**src/rtl/packet_splitter_if.sv**
```systemverilog
// Packet-in / flit-out handshake bundle for packet_splitter.
// The master side drives packets and flit_ready_in. The slave side is the splitter.
interface packet_splitter_if #(
  parameter int NODE_W = 3,
  parameter int FLIT_W = 31
);
  logic [67:0]       packet_in;
  logic [NODE_W-1:0] node_dest_in;
  logic              valid_in;
  logic              ready_out;
  logic [FLIT_W-1:0] flit_out;
  logic              flit_valid_out;
  logic              flit_ready_in;

  modport master (
    output packet_in, node_dest_in, valid_in, flit_ready_in,
    input  ready_out, flit_out, flit_valid_out
  );

  modport slave (
    input  packet_in, node_dest_in, valid_in, flit_ready_in,
    output ready_out, flit_out, flit_valid_out
  );
endinterface

```
**src/rtl/packet_splitter.sv**
```systemverilog
// Source-side serializer: buffers 68-bit packets, tags them with a rolling ID,
// and emits each packet as four 17-bit-payload flits under valid/ready.
module packet_splitter #(
  parameter  int NODE_COUNT      = 8,
  parameter  int PACKET_ID_WIDTH = 5,
  parameter  int NODE_ID         = 0,
  parameter  int BUFFER_SIZE     = 4,
  localparam int NODE_W          = $clog2(NODE_COUNT),
  localparam int ID_W            = PACKET_ID_WIDTH,
  localparam int FLIT_W          = 1 + 2*NODE_W + ID_W + 17 + 2,
  localparam int CNT_W           = $clog2(BUFFER_SIZE) + 1
) (
  input  logic                clk,
  input  logic                rst,
  input  logic                ce,
  packet_splitter_if.slave    bus,
  output logic [ID_W-1:0]     packet_id_out,
  output logic [CNT_W-1:0]    fifo_count,
  output logic                busy
);

  localparam int AW      = $clog2(BUFFER_SIZE);
  localparam int ENTRY_W = 68 + NODE_W;

  typedef enum logic {IDLE, SEND} state_t;

  logic [ENTRY_W-1:0] mem [BUFFER_SIZE];
  logic [AW-1:0]      wr_ptr, rd_ptr;
  logic [CNT_W-1:0]   count;
  logic               full, empty, push, load;
  logic [67:0]        head_pkt;
  logic [NODE_W-1:0]  head_dest;

  state_t            state_q, state_d;
  logic [1:0]        idx_q, idx_d;
  logic [67:0]       data_q, data_d;
  logic [NODE_W-1:0] dest_q, dest_d;
  logic [ID_W-1:0]   pid_q, pid_d, id_cnt_q, id_cnt_d;
  logic              fv_q, fv_d;
  logic [16:0]       chunk;

  assign full  = (count == CNT_W'(BUFFER_SIZE));
  assign empty = (count == '0);
  // No bypass when full: a pop in the same cycle does not open a slot early.
  assign push  = ce && bus.valid_in && !full;
  assign {head_pkt, head_dest} = mem[rd_ptr];

  // NOTE: storage has no reset; validity is tracked by the pointers and count alone.
  always_ff @(posedge clk) begin
    if (push) mem[wr_ptr] <= {bus.packet_in, bus.node_dest_in};
  end

  // NOTE: sequential state uses non-blocking assignments so every register samples pre-edge values.
  always_ff @(posedge clk) begin
    if (rst) begin
      wr_ptr <= '0;
      rd_ptr <= '0;
      count  <= '0;
    end else begin
      if (push) wr_ptr <= wr_ptr + 1'b1;
      if (load) rd_ptr <= rd_ptr + 1'b1;
      if (push && !load)      count <= count + 1'b1;
      else if (load && !push) count <= count - 1'b1;
    end
  end

  // NOTE: every output of this block gets a default first, so no path infers a latch.
  always_comb begin
    state_d  = state_q;
    idx_d    = idx_q;
    data_d   = data_q;
    dest_d   = dest_q;
    pid_d    = pid_q;
    id_cnt_d = id_cnt_q;
    fv_d     = fv_q;
    load     = 1'b0;

    unique case (state_q)
      IDLE: if (ce && !empty) load = 1'b1;
      SEND: begin
        if (ce && bus.flit_ready_in) begin
          if (idx_q != 2'd3) begin
            idx_d = idx_q + 2'd1;
          end else if (!empty) begin
            load = 1'b1;
          end else begin
            fv_d    = 1'b0;
            state_d = IDLE;
          end
        end
      end
      default: state_d = IDLE;
    endcase

    // Loading from IDLE and back-to-back loading at the last flit share one path.
    if (load) begin
      state_d  = SEND;
      idx_d    = 2'd0;
      fv_d     = 1'b1;
      data_d   = head_pkt;
      dest_d   = head_dest;
      pid_d    = id_cnt_q;
      id_cnt_d = id_cnt_q + 1'b1;
    end
  end

  always_ff @(posedge clk) begin
    if (rst) begin
      state_q  <= IDLE;
      idx_q    <= '0;
      data_q   <= '0;
      dest_q   <= '0;
      pid_q    <= '0;
      id_cnt_q <= '0;
      fv_q     <= 1'b0;
    end else begin
      state_q  <= state_d;
      idx_q    <= idx_d;
      data_q   <= data_d;
      dest_q   <= dest_d;
      pid_q    <= pid_d;
      id_cnt_q <= id_cnt_d;
      fv_q     <= fv_d;
    end
  end

  // Flit k carries the k-th 17-bit slice counting from the packet MSB.
  always_comb begin
    unique case (idx_q)
      2'd0:    chunk = data_q[67:51];
      2'd1:    chunk = data_q[50:34];
      2'd2:    chunk = data_q[33:17];
      default: chunk = data_q[16:0];
    endcase
  end

  assign bus.flit_out       = fv_q ? {1'b1, dest_q, chunk, pid_q, NODE_W'(NODE_ID), idx_q}
                                   : '0;
  assign bus.flit_valid_out = fv_q;
  assign bus.ready_out      = !full;
  assign packet_id_out      = pid_q;
  assign fifo_count         = count;
  assign busy               = (state_q != IDLE) || !empty;

endmodule

```
**src/flat_wrapper.sv**
```systemverilog
// flat-port wrapper written by rule: the top's interface ports become plain ports
module packet_splitter_flat 
#(
  parameter  int NODE_COUNT      = 8,
  parameter  int PACKET_ID_WIDTH = 5,
  parameter  int NODE_ID         = 0,
  parameter  int BUFFER_SIZE     = 4,
  localparam int NODE_W          = $clog2(NODE_COUNT),
  localparam int ID_W            = PACKET_ID_WIDTH,
  localparam int FLIT_W          = 1 + 2*NODE_W + ID_W + 17 + 2,
  localparam int CNT_W           = $clog2(BUFFER_SIZE) + 1
)
  (clk, rst, ce, packet_id_out, fifo_count, busy, bus_packet_in, bus_node_dest_in, bus_valid_in, bus_flit_ready_in, bus_ready_out, bus_flit_out, bus_flit_valid_out);
  packet_splitter_if #(.NODE_W((3)), .FLIT_W((31))) bus_i ();
  input  logic clk;
  input  logic rst;
  input  logic ce;
  output logic [ID_W-1:0] packet_id_out;
  output logic [CNT_W-1:0] fifo_count;
  output logic busy;
  input wire logic [$bits(bus_i.packet_in)-1:0] bus_packet_in;
  input wire logic [$bits(bus_i.node_dest_in)-1:0] bus_node_dest_in;
  input wire logic [$bits(bus_i.valid_in)-1:0] bus_valid_in;
  input wire logic [$bits(bus_i.flit_ready_in)-1:0] bus_flit_ready_in;
  output wire logic [$bits(bus_i.ready_out)-1:0] bus_ready_out;
  output wire logic [$bits(bus_i.flit_out)-1:0] bus_flit_out;
  output wire logic [$bits(bus_i.flit_valid_out)-1:0] bus_flit_valid_out;
  assign bus_i.packet_in = bus_packet_in;
  assign bus_i.node_dest_in = bus_node_dest_in;
  assign bus_i.valid_in = bus_valid_in;
  assign bus_i.flit_ready_in = bus_flit_ready_in;
  assign bus_ready_out = bus_i.ready_out;
  assign bus_flit_out = bus_i.flit_out;
  assign bus_flit_valid_out = bus_i.flit_valid_out;
  packet_splitter #(.NODE_COUNT(NODE_COUNT), .PACKET_ID_WIDTH(PACKET_ID_WIDTH), .NODE_ID(NODE_ID), .BUFFER_SIZE(BUFFER_SIZE)) u_core (.clk(clk), .rst(rst), .ce(ce), .bus(bus_i), .packet_id_out(packet_id_out), .fifo_count(fifo_count), .busy(busy));
endmodule
```
**config.mk**
```make
export PLATFORM = sky130hd
export DESIGN_NAME = packet_splitter_flat
export DESIGN_NICKNAME = d
export VERILOG_FILES = /design/src/rtl/packet_splitter_if.sv /design/src/rtl/packet_splitter.sv /design/src/flat_wrapper.sv
export SDC_FILE = /design/constraint.sdc
export NUM_CORES = 1
export LEC_CHECK = 0
export ABC_AREA = 1
export CAP_MARGIN = 30
export CELL_PAD_IN_SITES_DETAIL_PLACEMENT = 1
export CELL_PAD_IN_SITES_GLOBAL_PLACEMENT = 2
export CORE_MARGIN = 2
export CORE_UTILIZATION = 40
export CTS_CLUSTER_DIAMETER = 40
export CTS_CLUSTER_SIZE = 16
export DETAILED_ROUTE_END_ITERATION = 16
export GPL_TIMING_DRIVEN = 0
export PLACE_DENSITY = 0.8
export SLEW_MARGIN = 5
export SYNTH_ARGS = -nofsm -noshare
export SYNTH_HDL_FRONTEND = slang
export SYNTH_SLANG_ARGS = --single-unit
```
**constraint.sdc**
```tcl
create_clock -name clk -period 6.94 [get_ports clk]
set_input_delay 1.388 -clock clk [delete_from_list [all_inputs] [get_ports clk]]
set_output_delay 1.388 -clock clk [all_outputs]
set_load 0.01 [all_outputs]
```
==> out/results.tsv, run 1 <==
stage	metric	value	unit
final_layout	Antenna Cells	0	
critical_path	reg-to-reg startpoint	u_core.idx_q[0]	
route	via count	10964	
synth	Synth cell types	27	
route	DR WL/cell	19.6	µm
clocking	Clock Latency Late Sink	0.57	ns
global_route	global-route wire length before repair	65.3	mm
placement	Setup WS pre-CTS	3.01	ns
route	DR iter-0 viols	763	
timing	Min Hold Slack	0.471	ns
timing	total negative slack	0	ns
floorplan	area of the die	39300	µm²
floorplan	Die Y	198	µm
global_route	vias in the first global route	11454	
timing	Final Slew Violations	0	
final_layout	layout overhead on the synthesized area	25.1	%
min_path	worst hold path class	reg -> reg	
floorplan	core area	37400	µm²
critical_path	FF-to-FF setup slack	4.31	ns
global_route	largest net degree at the start of global routing	28	
critical_path	crit path max fanout	10	
critical_path	CP endpoint	bus_flit_out[19]	
clocking	H-tree levels	2	
clocking	Post-CTS Setup Bufs	0	
critical_path	crit end category	primary output	
timing	RSZ-0062 raised after global routing	no	
clocking	largest buffer count on any clock path	3	
route	DR vias/cell	5.00	
timing	setup ws final	2.45	ns
final_layout	Final Cell Area	18900	µm²
floorplan	num ports	118	
global_route	total gr overflow	0	
critical_path	capture point of the worst reg-to-reg path	u_core.fifo_count[2]	
outcome	outcome	completed	
timing	final hold violations	0	
clocking	post-CTS resize count	0	
synth	EDFF count, synth	284	
synth	sequential-to-total area share from yosys stat	68.7	%
critical_path	startpoint types	register	
placement	Placed Area	17200	µm²
final_layout	commonest cells after routing, fill and taps aside	nor2_1, edfxtp_1, nand2_1, o21ai_0, clkdlybuf4s50_1	
timing	Finish-stage setup viols	0	
synth	asr flop ratio synth	0	%
clocking	Root Buffer	clkbuf_16	
route	Post-Route WL	42.9	mm
placement	HPWL after DPL	30.1	mm
floorplan	Starting Density	40.4	%
final_layout	NumNets Final	1729	
critical_path	crit path launch	u_core.idx_q[0]	
route	detailed-route DRC error count	0	
timing	clk_skew	0.0187	ns
critical_path	Data arrival, critical path	3.10	ns
critical_path	Critical Path RT	5.55	ns
global_route	initial antenna violation count	0	
global_route	GRT Total Usage	22.3	%
clocking	Hold Buf Count CTS	0	
pwr	Final Power	7.58	mW
synth	synth warn	0	
final_layout	Fill cells	4059	
critical_path	worst reg-to-reg path cell count	13	
timing	fmax	223	MHz
floorplan	Die W	198	µm
placement	port buffer count	113	
synth	Top FF cell, synth	edfxtp_1	
final_layout	layout cells sized above 1	9.39	%
flow_run	max_cap viols	0	
synth	Post-Syn Area	15100	µm²
timing	final period utilization	64.7	%
floorplan	row count	71	
synth	synthesized instance count	1461	
pwr	P per Cell Area	401	nW/µm²
timing	Rel. slew slack	40.7	%
placement	RePlAce Congestion	0.823	
critical_path	Setup CP Type	reg -> out	
final_layout	most common cell after layout, fill and taps aside	nor2_1	
clocking	clock transition at the registers of the reported paths	0.06	ns
clocking	CTS sink count	376	
clocking	total CTS buffers	52	
route	1st-pass router iterations	5	
timing	Least-Margin Pin Slew	0.888	ns
synth	Mapped Avg Cell Area	10.3	µm²
pwr	peak supply drop	0.205	mV
route	Final ANT Viol Nets	0	
pwr	Leakage	7.09	nW
clocking	CTS tree	done	
synth	Synth Register Bits	376	
timing	clock period minus worst slack	4.49	ns
## kinds of logic after synthesis
logic type	share of synthesized area (%)
xor+xnor	0.116
other cells	0.0248
buf+inv	4.86
fa+ha+maj	1.04
simple gates	17.1
compound gates	8.16
flops	68.7
## critical path, stage by stage, from the launching register on
cell and delay (ns):
dfxtp_1 0.39, ha_1 0.23, clkbuf_1 0.21, inv_1 0.21, clkbuf_1 0.32, o21ai_0 0.15, a31oi_1 0.40, clkdlybuf4s50_1 0.63
## per-layer routing
metal  track usage (%)  routed length (µm)
met1              30.4               19800
met2              36.5               20200
met3              3.53                1900
met4              6.99                1040
met5                 0                   0
## synthesized netlist by cell type (15+ instances only)
cell,instances,share of area (%)
a21oi_1,29,0.96
a31oi_1,17,0.70
buf_2,33,1.1
clkbuf_1,37,0.92
dfxtp_1,92,12
edfxtp_1,284,56
inv_1,72,1.8
nand2_1,256,6.4
nand3_1,47,1.6
nor2_1,351,8.7
o21ai_0,181,6.0
o21ai_1,15,0.50
## sequential cells by signal, indices dropped and copies added (netlist names)
name / flops
u_core.mem: 284
u_core.data_q: 68
u_core.id_cnt_q: 5
u_core.packet_id_out: 5
u_core.dest_q: 3
u_core.fifo_count: 3
u_core.idx_q: 2
u_core.rd_ptr: 2
u_core.wr_ptr: 2
u_core.bus.flit_valid_out: 1
u_core.state_q: 1
## where the power goes
| group | internal [mW] | switching, mW |
|---|---|---|
| clock network | 1.61 | 1.01 |
| logic | 0.670 | 1.40 |
| registers | 2.72 | 0.181 |
## per-stage QoR
step           std cells  utilization [%]
3_3_place_gp        2087             45.1
5_1_grt             2194             50.5
3_5_place_dp        2098             45.9
4_1_cts             2194             50.5
2_1_floorplan       1463                -
6_report            2194             50.5
## worst min-delay path by stage
stage               slack [ns]                 to  cells after the start              start
floorplan                 0.44  u_core.data_q[10]                      2  u_core.data_q[10]
global placement          0.46  u_core.data_q[12]                      2  u_core.data_q[12]
detailed placement        0.47   u_core.data_q[7]                      2   u_core.data_q[7]
CTS                       0.47  u_core.data_q[12]                      2  u_core.data_q[12]
global route              0.49   u_core.data_q[7]                      2   u_core.data_q[7]
finish                    0.47   u_core.data_q[7]                      2   u_core.data_q[7]
## final cells by class
class                   count  area [µm²]  share of cell area, %
plain buffers              91         454                   2.40
clock buffers              62        1410                   7.47
clock inverters            34         328                   1.73
inverters                  74         280                   1.48
multi-input cells         922        4040                   21.4
flip-flops and latches    376       10400                   54.9
well taps                 511         639                   3.38
repair buffers            124        1380                   7.31
(Power assumes the default switching activity.)
==> run 2, diff against run 1 <==
- CORE_UTILIZATION: 40 -> 38
- PLACE_DENSITY: 0.8 -> 0.76
- clock period: 6.94 -> 4.5 ns (I/O delays scaled with it)
==> run 2 against run 1 <==
  * Sequential share of layout area fell by 0.67 points
  * Combinational power increased by 55%
  * Hold slack worse by 0.0050 ns
  * Sequential power increased by 54%
  * Critical path type unchanged
  * Design area grew 1.2%
  * Largest cell class unchanged
  * First-iteration DRC count fell by 9.8%
  * Flip-flop and latch count did not move
==> out/results.tsv, run 2 (same netlist as run 1, synthesis figures left out) <==
stage	metric	value	unit	change
floorplan	Starting Density	38.3	%	was 40.4%
timing	clk_skew	0.0195	ns	was 0.0187 ns
placement	port buffer count	113		unchanged
pwr	P per Cell Area	635	nW/µm²	was 401 nW/µm²
clocking	post-CTS resize count	0		unchanged
clocking	H-tree levels	2		unchanged
critical_path	crit end category	primary output		unchanged
critical_path	CP top delay family	buffers and inverters		unchanged
final_layout	Antenna Cells	0		unchanged
final_layout	number of flip-flops in the largest register	284		unchanged
clocking	CTS sink count	376		unchanged
global_route	vias in the first global route	11286		was 11454
timing	clock period minus worst slack	4.11	ns	
pwr	peak supply drop	0.291	mV	was 0.205 mV
timing	Least-Margin Pin Slew	0.697	ns	was 0.888 ns
route	DR iter-0 viols	688		was 763
timing	final hold violations	0		unchanged
placement	HPWL after DPL	30.1	mm	about the same
placement	RePlAce Congestion	0.808		was 0.823
route	via count	10896		was 10964
route	DR WL/cell	19.8	µm	was 19.6 µm
final_layout	largest registers	u_core.mem x284, u_core.data_q x68		unchanged
final_layout	commonest cells after routing, fill and taps aside	nor2_1, edfxtp_1, nand2_1, o21ai_0, clkdlybuf4s50_1		unchanged
clocking	total CTS buffers	55		was 52
clocking	clock transition at the registers of the reported paths	0.06	ns	about the same
clocking	largest buffer count on any clock path	3		unchanged
timing	total negative slack	0	ns	unchanged
critical_path	Worst path most repeated cell	clkbuf_1		unchanged
critical_path	crit-path cells	ha_1 -> clkbuf_1 -> inv_1 -> clkbuf_1 -> o21ai_0 -> a31oi_1 -> clkdlybuf4s50_1		unchanged
global_route	global-route wire length before repair	67.0	mm	was 65.3 mm
route	1st-pass router iterations	5		unchanged
clocking	CTS tree	done		unchanged
min_path	worst hold path class	reg -> reg		unchanged
final_layout	layout overhead on the synthesized area	26.7	%	was 25.1%
floorplan	row count	73		was 71
timing	Rel. slew slack	53.4	%	was 40.7%
clocking	Post-CTS Setup Bufs	0		unchanged
clocking	Root Buffer	clkbuf_16		unchanged
critical_path	Critical Path RT	3.60	ns	was 5.55 ns
route	DR vias/cell	4.92		was 5.00
timing	Finish-stage setup viols	0		unchanged
critical_path	WP buf/inv	4		unchanged
critical_path	crit path max fanout	10		unchanged
floorplan	Die W	203	µm	was 198 µm
floorplan	Die Y	203	µm	was 198 µm
clocking	Hold Buf Count CTS	0		unchanged
final_layout	final core area utilization	48.5	%	was 50.5%
global_route	GRT Total Usage	21.7	%	was 22.3%
timing	RSZ-0062 raised after global routing	no		unchanged
pwr	Leakage	7.19	nW	was 7.09 nW
global_route	largest net degree at the start of global routing	27		was 28
global_route	total gr overflow	0		unchanged
floorplan	core area	39500	µm²	was 37400 µm²
global_route	initial antenna violation count	0		unchanged
route	Post-Route WL	43.8	mm	was 42.9 mm
route	detailed-route DRC error count	0		unchanged
critical_path	startpoint types	register		unchanged
floorplan	num ports	118		unchanged
timing	final period utilization	91.3	%	
clocking	Clock Latency Late Sink	0.59	ns	was 0.57 ns
critical_path	Slowest-stage cell, CP	clkdlybuf4s50_1		unchanged
final_layout	NumNets Final	1733		was 1729
route	Final ANT Viol Nets	0		unchanged
timing	fmax	243	MHz	
final_layout	most common cell after layout, fill and taps aside	nor2_1		unchanged
floorplan	area of the die	41400	µm²	was 39300 µm²
critical_path	Data arrival, critical path	3.21	ns	was 3.10 ns
outcome	outcome	completed		unchanged
final_layout	Largest Register	u_core.mem		unchanged
final_layout	layout cells sized above 1	9.77	%	was 9.39%
final_layout	Fill cells	4328		was 4059
timing	Final Slew Violations	0		unchanged
critical_path	CP peak stage delay	0.64	ns	was 0.63 ns
critical_path	Setup CP Type	reg -> out		unchanged
flow_run	max_cap viols	0		unchanged
## run 2: metrics by stage
stage | instance area [µm²] | cells | total power [mW] | worst slack [ns] | hold slack (ns)
5_1_grt | 19100 | 2214 | 12.8 | 0.210 | 0.489
3_5_place_dp | 17200 | 2113 | 7.79 | 0.988 | 0.463
6_report | 19100 | 2214 | 12.1 | 0.391 | 0.466
4_1_cts | 19100 | 2214 | 12.3 | 0.442 | 0.472
3_3_place_gp | 16900 | 2101 | 7.68 | -3.75 | 0.460
2_1_floorplan | 15100 | 1463 | 6.40 | -0.0731 | 0.444
## run 2: layout make-up
cell class / count / area, µm² / share of cell area [%]
clock inverter: 43 / 539 / 2.82
tap: 525 / 657 / 3.43
sequential: 376 / 10400 / 54.2
multi-input combinational: 922 / 4040 / 21.1
clock buffer: 58 / 1390 / 7.25
inverter: 74 / 280 / 1.46
buffer: 91 / 454 / 2.37
timing repair buffer: 125 / 1410 / 7.36
## run 2: worst min-delay path, delay by kind of cell, from the launching register on
family / cells / cell delay, ns
DFF: 1 / 0.30
and+or+nand+nor: 2 / 0.12
## run 2: worst paths after layout
path / startpoint / to / slack (ns) / depth (start not counted)
max: u_core.idx_q[0] / bus_flit_out[18] / 0.39 / 7
min: u_core.data_q[6] / u_core.data_q[6] / 0.47 / 2
max reg2reg: u_core.idx_q[0] / u_core.fifo_count[2] / 1.77 / 13
min reg2reg: u_core.data_q[6] / u_core.data_q[6] / 0.47 / 2
## run 2: metal layers
| metal | up-vias | track usage (%) | share of wire, % |
|---|---|---|---|
| li1 | 5263 | - | - |
| met1 | 5340 | 29.9 | 46 |
| met2 | 223 | 35.2 | 47 |
| met3 | 70 | 3.45 | 5.0 |
| met4 | 0 | 6.54 | 2.2 |
| met5 | - | 0 | 0 |
## run 2: where the power goes
group	total (mW)	internal (mW)	switching [mW]
clock network	4.47	2.80	1.67
registers	4.47	4.19	0.279
logic	3.21	1.04	2.17
